### src/rtl/bip_pkg.sv
`default_nettype none
// ============================================================================
// Module      : bip_pkg
// Description : Shared opcodes, flag bit positions and command FSM states
//               for the BIP UART ALU blocks.
// Revision    : 1.0 - initial release
// ============================================================================
package bip_pkg;

  // ALU opcodes; the top two bits must be zero for a valid operation
  localparam logic [7:0] OP_SRL = 8'h02;
  localparam logic [7:0] OP_SRA = 8'h03;
  localparam logic [7:0] OP_ADD = 8'h20;
  localparam logic [7:0] OP_SUB = 8'h22;
  localparam logic [7:0] OP_AND = 8'h24;
  localparam logic [7:0] OP_OR  = 8'h25;
  localparam logic [7:0] OP_XOR = 8'h26;
  localparam logic [7:0] OP_NOR = 8'h27;

  // Bit positions inside the response flags byte
  localparam int FLAG_ZERO   = 0;
  localparam int FLAG_CARRY  = 1;
  localparam int FLAG_OVF    = 2;
  localparam int FLAG_BAD_OP = 3;

  // Command processor states
  typedef enum logic [2:0] {
    GET_A   = 3'd0,
    GET_B   = 3'd1,
    GET_OP  = 3'd2,
    EXEC    = 3'd3,
    TX_LOAD = 3'd4,
    TX_WAIT = 3'd5
  } state_t;

endpackage
`default_nettype wire

### src/rtl/alu_core.sv
`default_nettype none
// ============================================================================
// Module      : alu_core
// Description : Combinational DATA_W-bit ALU with zero/carry/overflow and
//               bad-opcode status.
// Revision    : 1.0 - initial release
// ============================================================================
module alu_core
  import bip_pkg::*;
#(
  parameter int DATA_W = 16
) (
  input  logic [DATA_W-1:0] a,
  input  logic [DATA_W-1:0] b,
  input  logic [7:0]        op,
  output logic [DATA_W-1:0] result,
  output logic              zero,
  output logic              carry,
  output logic              overflow,
  output logic              bad_op
);

  localparam int SH_W = $clog2(DATA_W);
  localparam int MSB  = DATA_W - 1;

  // Zero-extended add/sub: the extra top bit is carry-out for ADD and
  // borrow (a < b unsigned) for SUB.
  logic [DATA_W:0]   w_sum;
  logic [DATA_W:0]   w_diff;
  logic [SH_W-1:0]   w_shamt;

  assign w_sum   = {1'b0, a} + {1'b0, b};
  assign w_diff  = {1'b0, a} - {1'b0, b};
  assign w_shamt = b[SH_W-1:0];

  // Operation select and flag generation
  always_comb begin
    result   = '0;
    carry    = 1'b0;
    overflow = 1'b0;
    bad_op   = 1'b0;
    case (op)
      OP_ADD: begin
        result   = w_sum[DATA_W-1:0];
        carry    = w_sum[DATA_W];
        overflow = (a[MSB] == b[MSB]) && (w_sum[MSB] != a[MSB]);
      end
      OP_SUB: begin
        result   = w_diff[DATA_W-1:0];
        carry    = w_diff[DATA_W];
        overflow = (a[MSB] != b[MSB]) && (w_diff[MSB] != a[MSB]);
      end
      OP_AND:  result = a & b;
      OP_OR:   result = a | b;
      OP_XOR:  result = a ^ b;
      OP_NOR:  result = ~(a | b);
      OP_SRA:  result = $signed(a) >>> w_shamt;
      OP_SRL:  result = a >> w_shamt;
      default: bad_op = 1'b1;
    endcase
  end

  assign zero = !bad_op && (result == '0);

endmodule
`default_nettype wire

### src/rtl/uart_alu_bridge.sv
`default_nettype none
// ============================================================================
// Module      : uart_alu_bridge
// Description : Collects A, B (little-endian, DATA_W/8 bytes each) and an
//               opcode from the UART receiver, evaluates the ALU and returns
//               the result bytes plus an optional flags byte.
// Revision    : 1.0 - initial release
// ============================================================================
module uart_alu_bridge
  import bip_pkg::*;
#(
  parameter int DATA_W        = 16,
  parameter int TIMEOUT_TICKS = 100000,
  parameter int SEND_FLAGS    = 1
) (
  input  logic       clk,
  input  logic       reset,
  input  logic       rx_done_tick,
  input  logic [7:0] rx_data,
  input  logic       tx_done_tick,
  output logic       tx_start,
  output logic [7:0] tx_data,
  output logic       busy,
  output logic       frame_err,
  output logic       overrun
);

  localparam int NB     = DATA_W / 8;
  localparam int IDX_W  = $clog2(2 * NB + 2);
  localparam int N_RESP = NB + ((SEND_FLAGS != 0) ? 1 : 0);

  state_t              r_state;
  state_t              w_state_nxt;
  logic [IDX_W-1:0]    r_idx;
  logic [IDX_W-1:0]    w_idx_nxt;
  logic [IDX_W-1:0]    w_idx_eff;
  logic [IDX_W-1:0]    w_idx_inc;
  logic [DATA_W-1:0]   r_a;
  logic [DATA_W-1:0]   r_b;
  logic [7:0]          r_op;
  logic [DATA_W-1:0]   r_result;
  logic [7:0]          r_flags;
  logic                r_frame_err;
  logic                r_overrun;
  logic                w_in_get;
  logic                w_expire;
  logic                w_accept;

  logic [DATA_W-1:0]   w_alu_result;
  logic                w_alu_zero;
  logic                w_alu_carry;
  logic                w_alu_ovf;
  logic                w_alu_bad;
  logic [7:0]          w_flags;

  assign w_in_get  = (r_state == GET_A) || (r_state == GET_B) || (r_state == GET_OP);
  assign frame_err = r_frame_err;
  assign overrun   = r_overrun;

  alu_core #(
    .DATA_W (DATA_W)
  ) u_alu (
    .a        (r_a),
    .b        (r_b),
    .op       (r_op),
    .result   (w_alu_result),
    .zero     (w_alu_zero),
    .carry    (w_alu_carry),
    .overflow (w_alu_ovf),
    .bad_op   (w_alu_bad)
  );

  // Pack ALU status into the response flags byte
  always_comb begin
    w_flags              = '0;
    w_flags[FLAG_ZERO]   = w_alu_zero;
    w_flags[FLAG_CARRY]  = w_alu_carry;
    w_flags[FLAG_OVF]    = w_alu_ovf;
    w_flags[FLAG_BAD_OP] = w_alu_bad;
  end

  // Inter-byte gap watchdog; only armed once a frame has started
  generate
    if (TIMEOUT_TICKS > 0) begin : g_timeout
      localparam int GAP_W = (TIMEOUT_TICKS > 1) ? $clog2(TIMEOUT_TICKS) : 1;
      logic [GAP_W-1:0] r_gap;
      logic             w_gap_active;

      assign w_gap_active = w_in_get && (r_idx != '0);
      // r_gap counts idle cycles since the last byte, so the current cycle
      // is the TIMEOUT_TICKS-th one when it reads TIMEOUT_TICKS-1.
      assign w_expire = w_gap_active && (r_gap == GAP_W'(TIMEOUT_TICKS - 1));

      // Count idle cycles; restart on any byte, expiry or leaving the frame
      always_ff @(posedge clk) begin
        if (reset || !w_gap_active || rx_done_tick || w_expire) begin
          r_gap <= '0;
        end else begin
          r_gap <= r_gap + 1'b1;
        end
      end
    end else begin : g_no_timeout
      assign w_expire = 1'b0;
    end
  endgenerate

  // FSM state and byte index register
  always_ff @(posedge clk) begin
    if (reset) begin
      r_state <= GET_A;
      r_idx   <= '0;
    end else begin
      r_state <= w_state_nxt;
      r_idx   <= w_idx_nxt;
    end
  end

  // Next-state, byte index and handshake outputs
  always_comb begin
    w_state_nxt = r_state;
    w_idx_nxt   = r_idx;
    w_accept    = 1'b0;
    tx_start    = 1'b0;
    busy        = 1'b0;
    tx_data     = '0;
    // An expiring frame is dropped first so a byte in the same cycle
    // becomes byte 0 of a fresh frame.
    w_idx_eff   = w_expire ? '0 : r_idx;
    w_idx_inc   = w_idx_eff + IDX_W'(1);

    case (r_state)
      GET_A, GET_B, GET_OP: begin
        if (w_expire) begin
          w_state_nxt = GET_A;
          w_idx_nxt   = '0;
        end
        if (rx_done_tick) begin
          w_accept = 1'b1;
          if (w_idx_eff == IDX_W'(2 * NB)) begin
            w_state_nxt = EXEC;
            w_idx_nxt   = '0;
          end else begin
            w_idx_nxt = w_idx_inc;
            if (w_idx_inc < IDX_W'(NB)) begin
              w_state_nxt = GET_A;
            end else if (w_idx_inc < IDX_W'(2 * NB)) begin
              w_state_nxt = GET_B;
            end else begin
              w_state_nxt = GET_OP;
            end
          end
        end
      end
      EXEC: begin
        busy        = 1'b1;
        w_state_nxt = TX_LOAD;
        w_idx_nxt   = '0;
      end
      TX_LOAD: begin
        busy        = 1'b1;
        tx_start    = 1'b1;
        w_state_nxt = TX_WAIT;
      end
      TX_WAIT: begin
        busy = 1'b1;
        if (tx_done_tick) begin
          if (r_idx == IDX_W'(N_RESP - 1)) begin
            w_state_nxt = GET_A;
            w_idx_nxt   = '0;
          end else begin
            w_state_nxt = TX_LOAD;
            w_idx_nxt   = r_idx + IDX_W'(1);
          end
        end
      end
      default: begin
        w_state_nxt = GET_A;
        w_idx_nxt   = '0;
      end
    endcase

    // Response byte selected by the index; stable across TX_LOAD/TX_WAIT
    if ((r_state == TX_LOAD) || (r_state == TX_WAIT)) begin
      for (int i = 0; i < NB; i++) begin
        if (r_idx == IDX_W'(i)) begin
          tx_data = r_result[i*8 +: 8];
        end
      end
      if ((SEND_FLAGS != 0) && (r_idx == IDX_W'(NB))) begin
        tx_data = r_flags;
      end
    end
  end

  // Operand capture, result registration and status pulses
  always_ff @(posedge clk) begin
    if (reset) begin
      r_a         <= '0;
      r_b         <= '0;
      r_op        <= '0;
      r_result    <= '0;
      r_flags     <= '0;
      r_frame_err <= 1'b0;
      r_overrun   <= 1'b0;
    end else begin
      r_frame_err <= w_expire;
      r_overrun   <= rx_done_tick && !w_in_get;
      if (w_accept) begin
        for (int i = 0; i < NB; i++) begin
          if (w_idx_eff == IDX_W'(i)) begin
            r_a[i*8 +: 8] <= rx_data;
          end
          if (w_idx_eff == IDX_W'(NB + i)) begin
            r_b[i*8 +: 8] <= rx_data;
          end
        end
        if (w_idx_eff == IDX_W'(2 * NB)) begin
          r_op <= rx_data;
        end
      end
      if (r_state == EXEC) begin
        r_result <= w_alu_result;
        r_flags  <= w_flags;
      end
    end
  end

endmodule
`default_nettype wire

### config.mk
export PLATFORM = sky130hd
export DESIGN_NAME = uart_alu_bridge
export DESIGN_NICKNAME = d
export VERILOG_FILES = /design/src/rtl/bip_pkg.sv /design/src/rtl/alu_core.sv /design/src/rtl/uart_alu_bridge.sv
export SDC_FILE = /design/constraint.sdc
export NUM_CORES = 1
export LEC_CHECK = 0
export CAP_MARGIN = 0
export CORE_UTILIZATION = 45
export CTS_BUF_LIST = sky130_fd_sc_hd__clkbuf_4 sky130_fd_sc_hd__clkbuf_8
export DETAILED_ROUTE_END_ITERATION = 12
export DONT_BUFFER_PORTS = 1
export HOLD_SLACK_MARGIN = 0.08
export PLACE_DENSITY = 0.64
export SLEW_MARGIN = 20
export SYNTH_ARGS = -nofsm -noshare
export SYNTH_HDL_FRONTEND = slang
export SYNTH_SLANG_ARGS = --single-unit
### constraint.sdc
create_clock -name clk -period 3.8 [get_ports clk]
set_clock_uncertainty 0.1 [all_clocks]
set_input_delay 0.19 -clock clk [delete_from_list [all_inputs] [get_ports clk]]
set_output_delay 0.19 -clock clk [all_outputs]
set_load 0.02 [all_outputs]
# Word level (Yosys, flattened, before mapping)
# Index checks and enable logic that the tools add are counted.
# op_classes
addsub	5
order_cmp	2
eq_ne	26
shifts	2
n_mux	26
n_bitwise	5
reduce_logical	29
# op_table
op	n
16-bit one-hot mux with 8 select lines	1
8-bit by 6-bit equality test with 1-bit output (second input constant)	6
8-bit 2-to-1 mux	4
3-bit 2-to-1 mux	9
16-bit by 16-bit adder with 17-bit output	1
17-bit by 1-bit adder with 17-bit output (second input constant)	1
17-bit equality test (second input constant)	1
16-bit by 16-bit subtractor with 17-bit output	1
16-bit bitwise AND	1
8-bit by 2-bit equality test with 1-bit output (second input constant)	2
16-bit logical NOT	1
16-bit inverter	1
16-bit bitwise OR	1
16-bit by 4-bit right shift with 16-bit output	1
16-bit by 4-bit >>> shifter with 16-bit output	1
16-bit XOR	1
3-bit by 2-bit equality test with 1-bit output (second input constant)	5
2-bit AND reduction	7
3-bit one-hot mux with 4 select lines	1
3-bit by 1-bit equality test with 1-bit output (second input constant)	3
3-bit equality test (second input constant)	3
3-bit logical NOT	3
3-bit one-hot mux with 3 select lines	1
8-bit OR reduction	1
other kinds (16)	38
# totals
regBits	85
in_bits	12
output_inout_bits	12
wordCells	107

# Logic depth before layout (Yosys ltp)
# Gate-level depths: netlist (run 1).
# logic_depth
ltp_word	13
depth_mapped	15
mapped_depth_nobuf	14

# Hierarchy
# From an unflattened synthesis (run 1), not the netlist that was laid out.
# unflattened
hier_cells	936
hier_area_um2	7184.4
# modules_own_cells
module	n_inst	cells_each	area_per_inst_um2	seq_area_each_um2
uart_alu_bridge	1	436	3738.6	1701.6
alu_core	1	500	3445.8	0.0

# Worst setup path after synthesis (run 1)
# Ideal clock, no wire load.
# synth_timing
kind	flip-flop to flip-flop
start	register r_b[1]
end	register r_flags[0]
t_arrival_ns	3.380
setup_slack_ns	0.260
stages_incl_launch_ff	15
n_path_buf	2
path_cell_list	dfxtp_1 -> buf_1 -> clkbuf_1 -> inv_1 -> ha_1 -> o21ba_2 -> nor4_1 -> o31a_1 -> a211oi_1 -> a2111oi_0 -> o32a_1 -> nand3_1 -> nor4b_2 -> nand4_1 -> nand2_1
# synth_via
elab_chain_len	5
word_cells_on_any_way	11
# synth_rtl
item	line_no	text
start: declaration	uart_alu_bridge.sv:39	logic [DATA_W-1:0] r_b;
start signal: indexed assignment	uart_alu_bridge.sv:214	r_b[i*8 +: 8] <= rx_data;
branches (longest 2 deep; another with 16-bit by 16-bit subtractor with 17-bit output)	n/a	
16-bit one-hot mux with 8 select lines (*)	alu_core.sv:42	case (op)
16-bit logical NOT (*)	alu_core.sv:63	assign zero = !bad_op && (result == '0);
1-bit logical AND (*)	alu_core.sv:63	
end signal: assignment	uart_alu_bridge.sv:223	r_flags <= w_flags;
end: declaration	uart_alu_bridge.sv:42	logic [7:0] r_flags;
# Every way passes the cells marked *.
# A chain may end at the register's enable or synchronous reset.

# Worst setup path in the final report (run 1)
# layout_timing
start	register r_b[0]
end	register r_flags[0]
# Same word-level chain as after synthesis.

==> summary.json, run 1 <==
{
  "tightestPinTransition_ns": 1.004,
  "clk_pin_slew_worst_paths_ns": 0.09,
  "yosys.cell_types.count": 80,
  "post_syn_area_per_cell_um2": 7.680,
  "synth_seq_area_share": 0.2388,
  "firstDrtPassIters": 5,
  "grt_setup_unrepaired": "false",
  "synth-main-ff-cell": "dfxtp_1",
  "max_clock_freq_ghz": 0.2928,
  "setup.worst_path.start_class": "flop",
  "number_of_nets_in_the_layout": 989,
  "synth_top_family_by_area": "simple AND/OR/NAND/NOR gates",
  "synthToLayoutAreaGrowth_pct": 8.006,
  "wire_length_of_the_first_global_routing_pass_mm": 33.88,
  "worstPathMaxFanout": 17,
  "required_ns": 4.03,
  "ys_top_cells_by_area": "dfxtp_1 (24%), ha_1 (9.7%), mux2i_1 (5.8%)",
  "synth-edff-count": 0,
  "finalCriticalPeriod_ns": 3.415,
  "synthesis.nets": 997,
  "globalRouteOverflowTotal": 0,
  "max-cap-violations": 0,
  "x_dimension_of_the_die_um": 127.8,
  "cts_root_buf": "clkbuf_8",
  "area_fraction_in_and_or_nand_and_nor_cells_after_synthesis": 0.2295,
  "worstSkewPairLatency_ns": 0.39,
  "netlist_instances": 928,
  "cts_tree": "yes",
  "dr_total_vias": 6838,
  "grt_start_max_net_pins": 70,
  "final_min_period_over_clock_period": 0.8987,
  "synth_compound_gate_area_share": 0.2263,
  "final_max_slew_viol_count": 0,
  "groute.layer.met1.usage": 0.3839,
  "wl_per_cell_um": 18.71,
  "xor_xnor_portion_of_the_synthesized_cell_area": 0.03933,
  "cts_setup_buffers": 0,
  "htree_num_levels": 3,
  "wp_data_arrival_ns": 3.64,
  "synth_most_common_cell": "nor2_1",
  "floorplan.core_area_um2": 15310,
  "critPathCaptureType": "flop",
  "site_row_count": 45,
  "gr-usage-met2": 0.3990,
  "cp_slowest_stage_delay_ns": 0.58,
  "setup_viol": 0,
  "adder_and_majority_cell_fraction_of_the_synthesized_area": 0.1022,
  "worst_case_clock_buffer_depth": 2,
  "crit-reg2reg-launch": "r_b[0]",
  "groute.layer.met3.usage": 0.05050,
  "detailedPlacementHpwl_mm": 16.00,
  "yosys.area.top_type": "dfxtp_1",
  "num_antenna_cells": 0,
  "critical_path.reg2reg.endpoint": "r_flags[0]",
  "clock_sink_count": 85,
  "library_cell_contributing_the_largest_single_delay_on_the_critical_path": "or4_4",
  "drtAntennaViolNets": 0,
  "global_route.usage.total": 0.2674,
  "worstPathCellList": "buf_4 -> mux4_2 -> and2_4 -> o21ai_2 -> a21oi_1 -> or4_4 -> nor4_2 -> nand4b_1 -> nor4b_2 -> nand4_1 -> nand2_1",
  "worst_ir_drop_vdd_uv": 258.1,
  "post_cts_resize_count": 0,
  "leakagePower_nw": 2.812,
  "asyncSetResetFlopFracSynth": 0,
  "via_count_of_the_first_global_routing_pass": 6153,
  "final_core_util": 0.5026,
  "post_synth_mux_area_share": 0.1008,
  "detail_route.iter0.violations": 835,
  "slew_headroom": 0.3257,
  "r2r_setup_slack_ns": 0.38,
  "grt-busiest-layer": "met2",
  "initial_utilization": 0.4654,
  "postRouteWirelength_mm": 21.26,
  "fillers": 1572,
  "synth_top_area_frac": 0.2388,
  "post_synthesis_cell_area_um2": 7127,
  "finalHoldViolCount": 0,
  "numCtsBuffers": 9,
  "yosysWarnings": 0,
  "r2r_cells": 11,
  "run_status": "finished clean",
  "place_congestion": 0.9633,
  "min_delay_worst_endpoint": "r_idx[2]",
  "setup_total_negative_slack_ns": 0,
  "buffer_ports.inserted": 0,
  "drc": 0,
  "power_density_nw_per_um2": 287.9,
  "die_height_um": 127.8,
  "postSynthRegisterBits": 85,
  "path_class": "reg2reg",
  "final.hold.worst_slack_ns": 0.09282,
  "synthTopCellsByCount": "nor2_1 (101), nand2_1 (92), dfxtp_1 (85), a21oi_1 (74), ha_1 (55)",
  "p_total_w": 0.002216,
  "timing.hold.worst.start": "rx_done_tick",
  "hold_path.class": "in2reg",
  "min_path_cells": 4,
  "ioPinCount": 24,
  "die_area_um2": 16340,
  "post_drt_via_cell_ratio": 6.019,
  "antenna_found_initial": 0,
  "drive_gt1_frac": 0.07892
}
[sequential cells by signal (all words and copies together), names as in the netlist]
signal	flops
r_state	3
r_a	16
r_flags	4
frame_err	1
r_idx	3
r_op	8
r_result	16
r_b	16
overrun	1
g_timeout.r_gap	17
[what timing repair did]
| action | CTS | global route |
|---|---|---|
| hold endpoints to repair | 69 | 0 |
| setup endpoints to repair | 0 | 0 |
| hold buffers | 12 | 0 |
[cells in the final DEF (no fill, tap or decap), types with 14 or more instances in the layout]
master	n
o21ai_0	25
a211oi_1	18
a21oi_1	73
nor2_1	101
o21ai_1	14
a21o_1	15
ha_1	55
xnor2_1	17
nand3_1	48
inv_1	50
mux2i_1	41
nand2_1	92
dfxtp_1	84
nor3_1	26
buf_4	31
xor2_1	15
[metal layers]
| metal | vias up | routed length [µm] |
|---|---|---|
| met5 | - | 0 |
| met4 | 0 | 487 |
| met3 | 38 | 1614 |
| met2 | 271 | 9317 |
| met1 | 3204 | 9838 |
| li1 | 3325 | - |
[cell families after synthesis]
group,Yosys count
simple gates,343
compound gates,242
buf+inv,114
flops,85
fa+ha+maj,57
mux,55
xor+xnor,32
[power by group]
part | total, W | switching [W] | internal (W)
logic | 0.000633 | 0.000385 | 0.000247
registers | 0.000960 | 0.0000435 | 0.000916
clock network | 0.000624 | 0.000337 | 0.000287
total | 0.00222 | 0.000766 | 0.00145
[critical path, delay by kind of cell, from the launching register on]
| kind | cells | cell delay, ns |
|---|---|---|
| flip-flops | 1 | 0.42 |
| buffers and inverters | 1 | 0.30 |
| AO/OA/AOI/OAI | 2 | 0.29 |
| multiplexers | 1 | 0.57 |
| AND/OR/NAND/NOR | 7 | 1.67 |
[stage by stage]
stage | cell area, µm² | instances | worst slack (ns)
floorplan | 7127 | 928 | 0.2604
global placement | 7373 | 1108 | 0.4595
detailed placement | 7373 | 1108 | 0.4299
CTS | 7697 | 1136 | 0.4004
global route | 7697 | 1136 | 0.1101
finish | 7697 | 1136 | 0.3848
[worst max-delay path by stage]
| stage | start | to |
|---|---|---|
| CTS | r_b[0] | r_flags[0] |
| floorplan | r_b[1] | r_flags[0] |
| global route | r_b[3] | r_flags[0] |
| finish | r_b[0] | r_flags[0] |
| detailed placement | r_b[0] | r_flags[0] |
| global placement | r_b[0] | r_flags[0] |
[area by class of cell]
type / instances / area, µm² / share of cell area
inverters: 52 / 195.2 / 0.02536
clock inverters: 3 / 20.02 / 0.002601
repair buffers: 43 / 370.4 / 0.04811
well taps: 211 / 264.0 / 0.03430
multi-input cells: 729 / 4979 / 0.6468
clock buffers: 13 / 166.4 / 0.02162
flip-flops and latches: 85 / 1703 / 0.2212
Power figures use the tool's default switching activity.
==> run 2: changes to the inputs <==
--- a/config.mk
+++ b/config.mk
@@ -12,6 +12,7 @@
 export DONT_BUFFER_PORTS = 1
 export HOLD_SLACK_MARGIN = 0.08
 export PLACE_DENSITY = 0.64
+export RECOVER_POWER = 100
 export SLEW_MARGIN = 20
 export SYNTH_ARGS = -nofsm -noshare
 export SYNTH_HDL_FRONTEND = slang
==> run 2 against run 1 <==
Effect of this change: largest power group unchanged; via count is 0.15% lower; sequential cell count did not move; global-route usage is the same.
==> summary.json, run 2 (same netlist as run 1, synthesis figures left out) <==
{
  "grt_setup_unrepaired": "false",
  "via_count_of_the_first_global_routing_pass": {"value": 6153, "change": "unchanged"},
  "setup.worst_path.start_class": "flop",
  "cts_tree": "yes",
  "drc": {"value": 0, "change": "unchanged"},
  "drtAntennaViolNets": {"value": 0, "change": "unchanged"},
  "critPathCaptureType": "flop",
  "die_height": {"value": 127.8, "unit": "µm", "change": "unchanged"},
  "post_cts_resize_count": {"value": 0, "change": "unchanged"},
  "max_clock_freq": {"value": 0.2862, "unit": "GHz", "change": "-2.3%"},
  "number_of_nets_in_the_layout": {"value": 989, "change": "unchanged"},
  "cts_hold_buffers": {"value": 12, "change": "unchanged"},
  "drive_gt1_frac": {"value": 0.07351, "change": "-0.005405"},
  "run_status": "finished clean",
  "combinational_power_share": {"value": 0.284, "change": "-0.002"},
  "num_antenna_cells": {"value": 0, "change": "unchanged"},
  "path_class": "reg2reg",
  "clock_power_share": {"value": 0.281, "change": "about the same"},
  "setup_viol": {"value": 0, "change": "unchanged"},
  "grt_start_max_net_pins": {"value": 70, "change": "unchanged"},
  "clock_sink_count": {"value": 85, "change": "unchanged"},
  "htree_num_levels": {"value": 3, "change": "unchanged"},
  "firstDrtPassIters": {"value": 5, "change": "unchanged"},
  "detailedPlacementHpwl": {"value": 16.00, "unit": "mm", "change": "unchanged"},
  "floorplan.core_area": {"value": 15310, "unit": "µm²", "change": "unchanged"},
  "wp_data_arrival": {"value": 3.72, "unit": "ns", "change": "+0.08 ns"},
  "worstPathMaxFanout": {"value": 12, "change": "-5"},
  "final_max_slew_viol_count": {"value": 0, "change": "unchanged"},
  "post_drt_via_cell_ratio": {"value": 6.011, "change": "-0.15%"},
  "wire_length_of_the_first_global_routing_pass": {"value": 33.88, "unit": "mm", "change": "unchanged"},
  "final_min_period_over_clock_period": {"value": 0.9196, "change": "+0.02090"},
  "cell_internal_pwr": {"value": 0.001448, "unit": "W", "change": "-0.17%"},
  "synthToLayoutAreaGrowth_pct": 7.795,
  "switching_share": {"value": 0.3442, "change": "-0.001259"},
  "antenna_found_initial": {"value": 0, "change": "unchanged"},
  "x_dimension_of_the_die": {"value": 127.8, "unit": "µm", "change": "unchanged"},
  "mostFrequentLayoutCells": "nor2_1 (101), nand2_1 (92), dfxtp_1 (84)",
  "final.hold.worst_slack": {"value": 0.1070, "unit": "ns", "change": "+0.01415 ns"},
  "largest_register_ffs": {"value": 17, "change": "unchanged"},
  "die_area": {"value": 16340, "unit": "µm²", "change": "unchanged"},
  "worstSkewPairLatency": {"value": 0.39, "unit": "ns", "change": "about the same"},
  "site_row_count": {"value": 45, "change": "unchanged"},
  "fillers": {"value": 1576, "change": "+0.25%"},
  "clk_pin_slew_worst_paths": {"value": 0.09, "unit": "ns", "change": "about the same"},
  "globalRouteOverflowTotal": {"value": 0, "change": "unchanged"},
  "dr_total_vias": {"value": 6828, "change": "-0.15%"},
  "buffer_ports.inserted": {"value": 0, "change": "unchanged"},
  "worst_ir_drop_vdd": {"value": 257.3, "unit": "µV", "change": "-0.30%"},
  "finalHoldViolCount": {"value": 0, "change": "unchanged"},
  "largest_register": "g_timeout.r_gap",
  "leakagePower": {"value": 2.809, "unit": "nW", "change": "about the same"},
  "detail_route.iter0.violations": {"value": 871, "change": "+4.3%"},
  "place_congestion": {"value": 0.9633, "change": "unchanged"},
  "initial_utilization": {"value": 0.4654, "change": "unchanged"},
  "net-switching-power": {"value": 0.0007600, "unit": "W", "change": "-0.73%"},
  "tightestPinTransition": {"value": 1.027, "unit": "ns", "change": "+0.02352 ns"},
  "finalCriticalPeriod": {"value": 3.495, "unit": "ns", "change": "+0.07944 ns"},
  "ioPinCount": {"value": 24, "change": "unchanged"},
  "wl_per_cell": {"value": 18.68, "unit": "µm", "change": "-0.17%"},
  "required": {"value": 4.02, "unit": "ns", "change": "about the same"},
  "leading_cell_type_in_the_layout_fill_and_taps_excluded": "nor2_1",
  "setup_total_negative_slack": {"value": 0, "unit": "ns", "change": "unchanged"},
  "global_route.usage.total": {"value": 0.2674, "change": "unchanged"},
  "max-cap-violations": {"value": 0, "change": "unchanged"},
  "hold_path.class": "in2reg",
  "worst_case_clock_buffer_depth": {"value": 2, "change": "unchanged"},
  "numCtsBuffers": {"value": 9, "change": "unchanged"},
  "cts_root_buf": "clkbuf_8",
  "slew_headroom": {"value": 0.3099, "change": "-0.01580"},
  "power_density": {"value": 287.4, "unit": "nW/µm²", "change": "-0.17%"},
  "postRouteWirelength": {"value": 21.22, "unit": "mm", "change": "-0.17%"},
  "sequentialPowerShare": {"value": 0.435, "change": "+0.002"},
  "cts_setup_buffers": {"value": 0, "change": "unchanged"}
}
run 2: power groups by stage:
stage | Clock (W) | Combinational (W) | Sequential, W
after global routing | 0.000675 | 0.000690 | 0.000965
after global placement | 0 | 0.000590 | 0.000978
after floorplan | 0 | 0.000448 | 0.000965
final | 0.000620 | 0.000628 | 0.000960
after CTS | 0.000637 | 0.000622 | 0.000958
after detailed placement | 0 | 0.000589 | 0.000980
run 2: path summary, 6_finish.rpt:
| path | startpoint | end | slack [ns] | cells past startpoint |
|---|---|---|---|---|
| max | r_op[5] | r_flags[0] | 0.31 | 9 |
| min | rx_done_tick | r_idx[2] | 0.11 | 5 |
| max reg2reg | r_op[5] | r_flags[0] | 0.31 | 9 |
| min reg2reg | r_result[5] | r_result[5] | 0.36 | 2 |
run 2: metrics by stage:
step                      power (W)  setup slack, ns  cell area (µm²)  instances  utilization
final                      0.002208           0.3054             7682       1136       0.5016
after global routing       0.002330          0.08021             7682       1136       0.5016
after CTS                  0.002217           0.4004             7697       1136       0.5026
after detailed placement   0.001568           0.4299             7373       1108       0.4815
after global placement     0.001568           0.4595             7373       1108       0.4815
after floorplan            0.001413           0.2604             7127        928            -
run 2: metal layers:
metal,wire length [µm],GRT usage,vias to the layer above
met5,0,0,-
met1,9828,0.3839,3209
met3,1591,0.05050,31
met4,419,0.09066,0
li1,-,-,3323
met2,9383,0.3990,265
run 2: critical path, stage by stage, from the launching register on:
cell,delay (ns)
dfxtp_1,0.42
nor4b_2,0.78
and2_0,0.70
o31a_1,0.47
nand4_1,0.17
nor4_2,0.17
nand4b_1,0.14
nor4b_2,0.30
nand4_1,0.12
nand2_1,0.08
run 2: cell type report:
class / count / area, µm² / area share
clock inverters: 3 / 20.02 / 0.002606
multi-input cells: 729 / 4970 / 0.6469
repair buffers: 43 / 364.1 / 0.04739
inverters: 52 / 195.2 / 0.02541
well taps: 211 / 264.0 / 0.03436
clock buffers: 13 / 166.4 / 0.02166
flip-flops and latches: 85 / 1703 / 0.2217
==> run 3: changes to the inputs <==
--- a/config.mk
+++ b/config.mk
@@ -6,12 +6,15 @@
 export NUM_CORES = 1
 export LEC_CHECK = 0
 export CAP_MARGIN = 0
+export CELL_PAD_IN_SITES_DETAIL_PLACEMENT = 1
+export CELL_PAD_IN_SITES_GLOBAL_PLACEMENT = 1
+export CORE_MARGIN = 2
 export CORE_UTILIZATION = 45
 export CTS_BUF_LIST = sky130_fd_sc_hd__clkbuf_4 sky130_fd_sc_hd__clkbuf_8
 export DETAILED_ROUTE_END_ITERATION = 12
 export DONT_BUFFER_PORTS = 1
 export HOLD_SLACK_MARGIN = 0.08
-export PLACE_DENSITY = 0.64
+export PLACE_DENSITY = 0.8
 export RECOVER_POWER = 100
 export SLEW_MARGIN = 20
 export SYNTH_ARGS = -nofsm -noshare
==> run 3 against run 2 <==
Effect of this change: the run now ends with capacitance limit, slew limit left; final cell count grew 0.79%; design area up 1.6%; die area grew 3.2%; total power up 11%; largest power group unchanged.
==> summary.json, run 3 (same netlist as run 1, synthesis figures left out) <==
{
  "run_status": "complete, but fails checks",
  "violated_checks": "capacitance limit, slew limit",
  "drtAntennaViolNets": {"value": 0, "change": "unchanged"},
  "cell_internal_pwr": {"value": 0.001605, "unit": "W", "change": "+11%"},
  "via_count_of_the_first_global_routing_pass": {"value": 7057, "change": "+15%"},
  "hold_path.class": "in2reg",
  "final_max_slew_viol_count": {"value": 12, "change": "+12"},
  "clk_pin_slew_worst_paths": {"value": 0.10, "unit": "ns", "change": "about the same"},
  "firstDrtPassIters": {"value": 6, "change": "+1"},
  "r2r_setup_slack": {"value": 0.23, "unit": "ns", "change": "-0.08 ns"},
  "final_min_period_over_clock_period": {"value": 0.9403, "change": "+0.02066"},
  "die_height": {"value": 129.8, "unit": "µm", "change": "+1.6%"},
  "grt_setup_unrepaired": "false",
  "die_area": {"value": 16860, "unit": "µm²", "change": "+3.2%"},
  "groute.layer.met1.usage": {"value": 0.4309, "change": "+0.04696"},
  "finalHoldViolCount": {"value": 0, "change": "unchanged"},
  "setup_viol": {"value": 0, "change": "unchanged"},
  "initial_utilization": {"value": 0.4552, "change": "-0.01012"},
  "setup.worst_path.start_class": "flop",
  "fillers": {"value": 1955, "change": "+24%"},
  "path_class": "reg2reg",
  "largest_register": "g_timeout.r_gap",
  "dr_total_vias": {"value": 7213, "change": "+5.6%"},
  "worstSkewPairLatency": {"value": 0.39, "unit": "ns", "change": "about the same"},
  "largest_register_ffs": {"value": 17, "change": "unchanged"},
  "net-switching-power": {"value": 0.0008387, "unit": "W", "change": "+10%"},
  "sequentialPowerShare": {"value": 0.393, "change": "-0.042"},
  "x_dimension_of_the_die": {"value": 129.8, "unit": "µm", "change": "+1.6%"},
  "numCtsBuffers": {"value": 9, "change": "unchanged"},
  "synthToLayoutAreaGrowth_pct": 9.498,
  "number_of_nets_in_the_layout": {"value": 993, "change": "+0.40%"},
  "post_drt_via_cell_ratio": {"value": 6.300, "change": "+4.8%"},
  "floorplan.core_area": {"value": 15660, "unit": "µm²", "change": "+2.2%"},
  "finalCriticalPeriod": {"value": 3.573, "unit": "ns", "change": "+0.07849 ns"},
  "global_route.usage.total": {"value": 0.3115, "change": "+0.04407"},
  "num_antenna_cells": {"value": 0, "change": "unchanged"},
  "buffer_ports.inserted": {"value": 0, "change": "unchanged"},
  "gr-usage-met2": {"value": 0.4826, "change": "+0.08362"},
  "postRouteWirelength": {"value": 25.44, "unit": "mm", "change": "+20%"},
  "switching_share": {"value": 0.3431, "change": "-0.001047"},
  "place_congestion": {"value": 0.9816, "change": "+1.9%"},
  "leading_cell_type_in_the_layout_fill_and_taps_excluded": "nor2_1",
  "detail_route.iter0.violations": {"value": 672, "change": "-23%"},
  "worst_ir_drop_vdd": {"value": 295.8, "unit": "µV", "change": "+15%"},
  "required": {"value": 4.03, "unit": "ns", "change": "about the same"},
  "seq_area": {"value": 1703, "unit": "µm²", "change": "unchanged"},
  "antenna_found_initial": {"value": 0, "change": "unchanged"},
  "grt_start_max_net_pins": {"value": 70, "change": "unchanged"},
  "tightestPinTransition": {"value": 1.509, "unit": "ns", "change": "+0.4822 ns"},
  "mostFrequentLayoutCells": "nor2_1 (101), nand2_1 (92), dfxtp_1 (84)",
  "placedCellCount": {"value": 1116, "change": "+0.72%"},
  "site_row_count": {"value": 46, "change": "+2.2%"},
  "groute.layer.met3.usage": {"value": 0.07216, "change": "+0.02166"},
  "max_clock_freq": {"value": 0.2799, "unit": "GHz", "change": "-2.2%"},
  "drc": {"value": 0, "change": "unchanged"},
  "clock_sink_count": {"value": 85, "change": "unchanged"},
  "max-cap-violations": {"value": 1, "change": "+1"},
  "multi_input_comb_area": {"value": 4991, "unit": "µm²", "change": "+0.43%"},
  "critPathCaptureType": "flop",
  "leakagePower": {"value": 2.848, "unit": "nW", "change": "+1.4%"},
  "worst_case_clock_buffer_depth": {"value": 2, "change": "unchanged"},
  "wp_data_arrival": {"value": 3.80, "unit": "ns", "change": "+0.08 ns"},
  "wire_length_of_the_first_global_routing_pass": {"value": 40.19, "unit": "mm", "change": "+19%"},
  "globalRouteOverflowTotal": {"value": 0, "change": "unchanged"},
  "slew_headroom": {"value": -0.01406, "change": "-0.3239"},
  "combinational_power_share": {"value": 0.271, "change": "-0.013"},
  "htree_num_levels": {"value": 3, "change": "unchanged"},
  "cts_tree": "yes",
  "clock_power_share": {"value": 0.336, "change": "+0.055"},
  "worstPathMaxFanout": {"value": 4, "change": "-8"},
  "power_density": {"value": 313.2, "unit": "nW/µm²", "change": "+9.0%"},
  "grt-busiest-layer": "met2",
  "wl_per_cell": {"value": 22.22, "unit": "µm", "change": "+19%"},
  "final_instance_count_without_filler_cells": {"value": 1145, "change": "+0.79%"},
  "setup_total_negative_slack": {"value": 0, "unit": "ns", "change": "unchanged"},
  "detailedPlacementHpwl": {"value": 18.65, "unit": "mm", "change": "+17%"},
  "drive_gt1_frac": {"value": 0.07966, "change": "+0.006142"},
  "ioPinCount": {"value": 24, "change": "unchanged"},
  "cts_root_buf": "clkbuf_8"
}
-- run 3: power groups by stage --
stage / registers, W / logic (W) / clock network [W]
after floorplan: 0.000965 / 0.000448 / 0
after global placement: 0.000976 / 0.000596 / 0
after detailed placement: 0.000979 / 0.000607 / 0
after CTS: 0.000959 / 0.000648 / 0.000820
after global routing: 0.000965 / 0.000728 / 0.000851
final: 0.000961 / 0.000663 / 0.000821
-- run 3: critical path: stages, from the launching register on --
cell,delay (ns)
dfxtp_1,0.42
ha_1,0.26
inv_1,0.07
fa_1,0.43
nor2b_1,0.19
o2111ai_1,0.17
and3_1,0.25
o31ai_1,0.48
a21boi_0,0.22
nand2b_1,0.20
a221o_1,0.33
nor2_1,0.22
a21oi_1,0.07
nor2_1,0.11
-- run 3: timing repair --
action / CTS / global route
setup endpoints to repair: 0 / 4
resized for setup: 0 / 4
buffers inserted: 0 / 0
hold endpoints to repair: 69 / 0
hold buffers: 13 / 0
-- run 3: worst paths after layout --
kind	cells after the start	to	from
setup / recovery	13	r_result[12]	r_b[0]
hold / removal	2	g_timeout.r_gap[1]	rx_done_tick
hold reg to reg	2	r_result[5]	r_result[5]
setup reg to reg	13	r_result[12]	r_b[0]
-- run 3: layout make-up --
cell class | instances | area share
clock buffers | 9 | 0.01587
clock inverters | 7 | 0.01571
inverters | 52 | 0.02501
multi-input cells | 729 | 0.6396
flip-flops and latches | 85 | 0.2182
well taps | 216 | 0.03463
repair buffers | 47 | 0.05099
-- run 3: metal layers --
| metal | vias up | part of all wire |
|---|---|---|
| met3 | 47 | 0.080 |
| met4 | 0 | 0.024 |
| met2 | 252 | 0.45 |
| met1 | 3587 | 0.45 |
| met5 | - | 0 |
| li1 | 3327 | - |
-- run 3: stage by stage --
step / util / hold WS [ns] / worst slack [ns] / power [W] / area (µm²)
after detailed placement: 0.4739 / 0.1643 / 0.3123 / 0.001586 / 7420
final: 0.4985 / 0.1022 / 0.2269 / 0.002444 / 7804
after global placement: 0.4739 / 0.1626 / 0.4022 / 0.001573 / 7420
after global routing: 0.4985 / 0.1074 / 0.05525 / 0.002544 / 7804
after CTS: 0.4991 / 0.08596 / 0.1758 / 0.002427 / 7814
after floorplan: - / 0.2339 / 0.2604 / 0.001413 / 7127
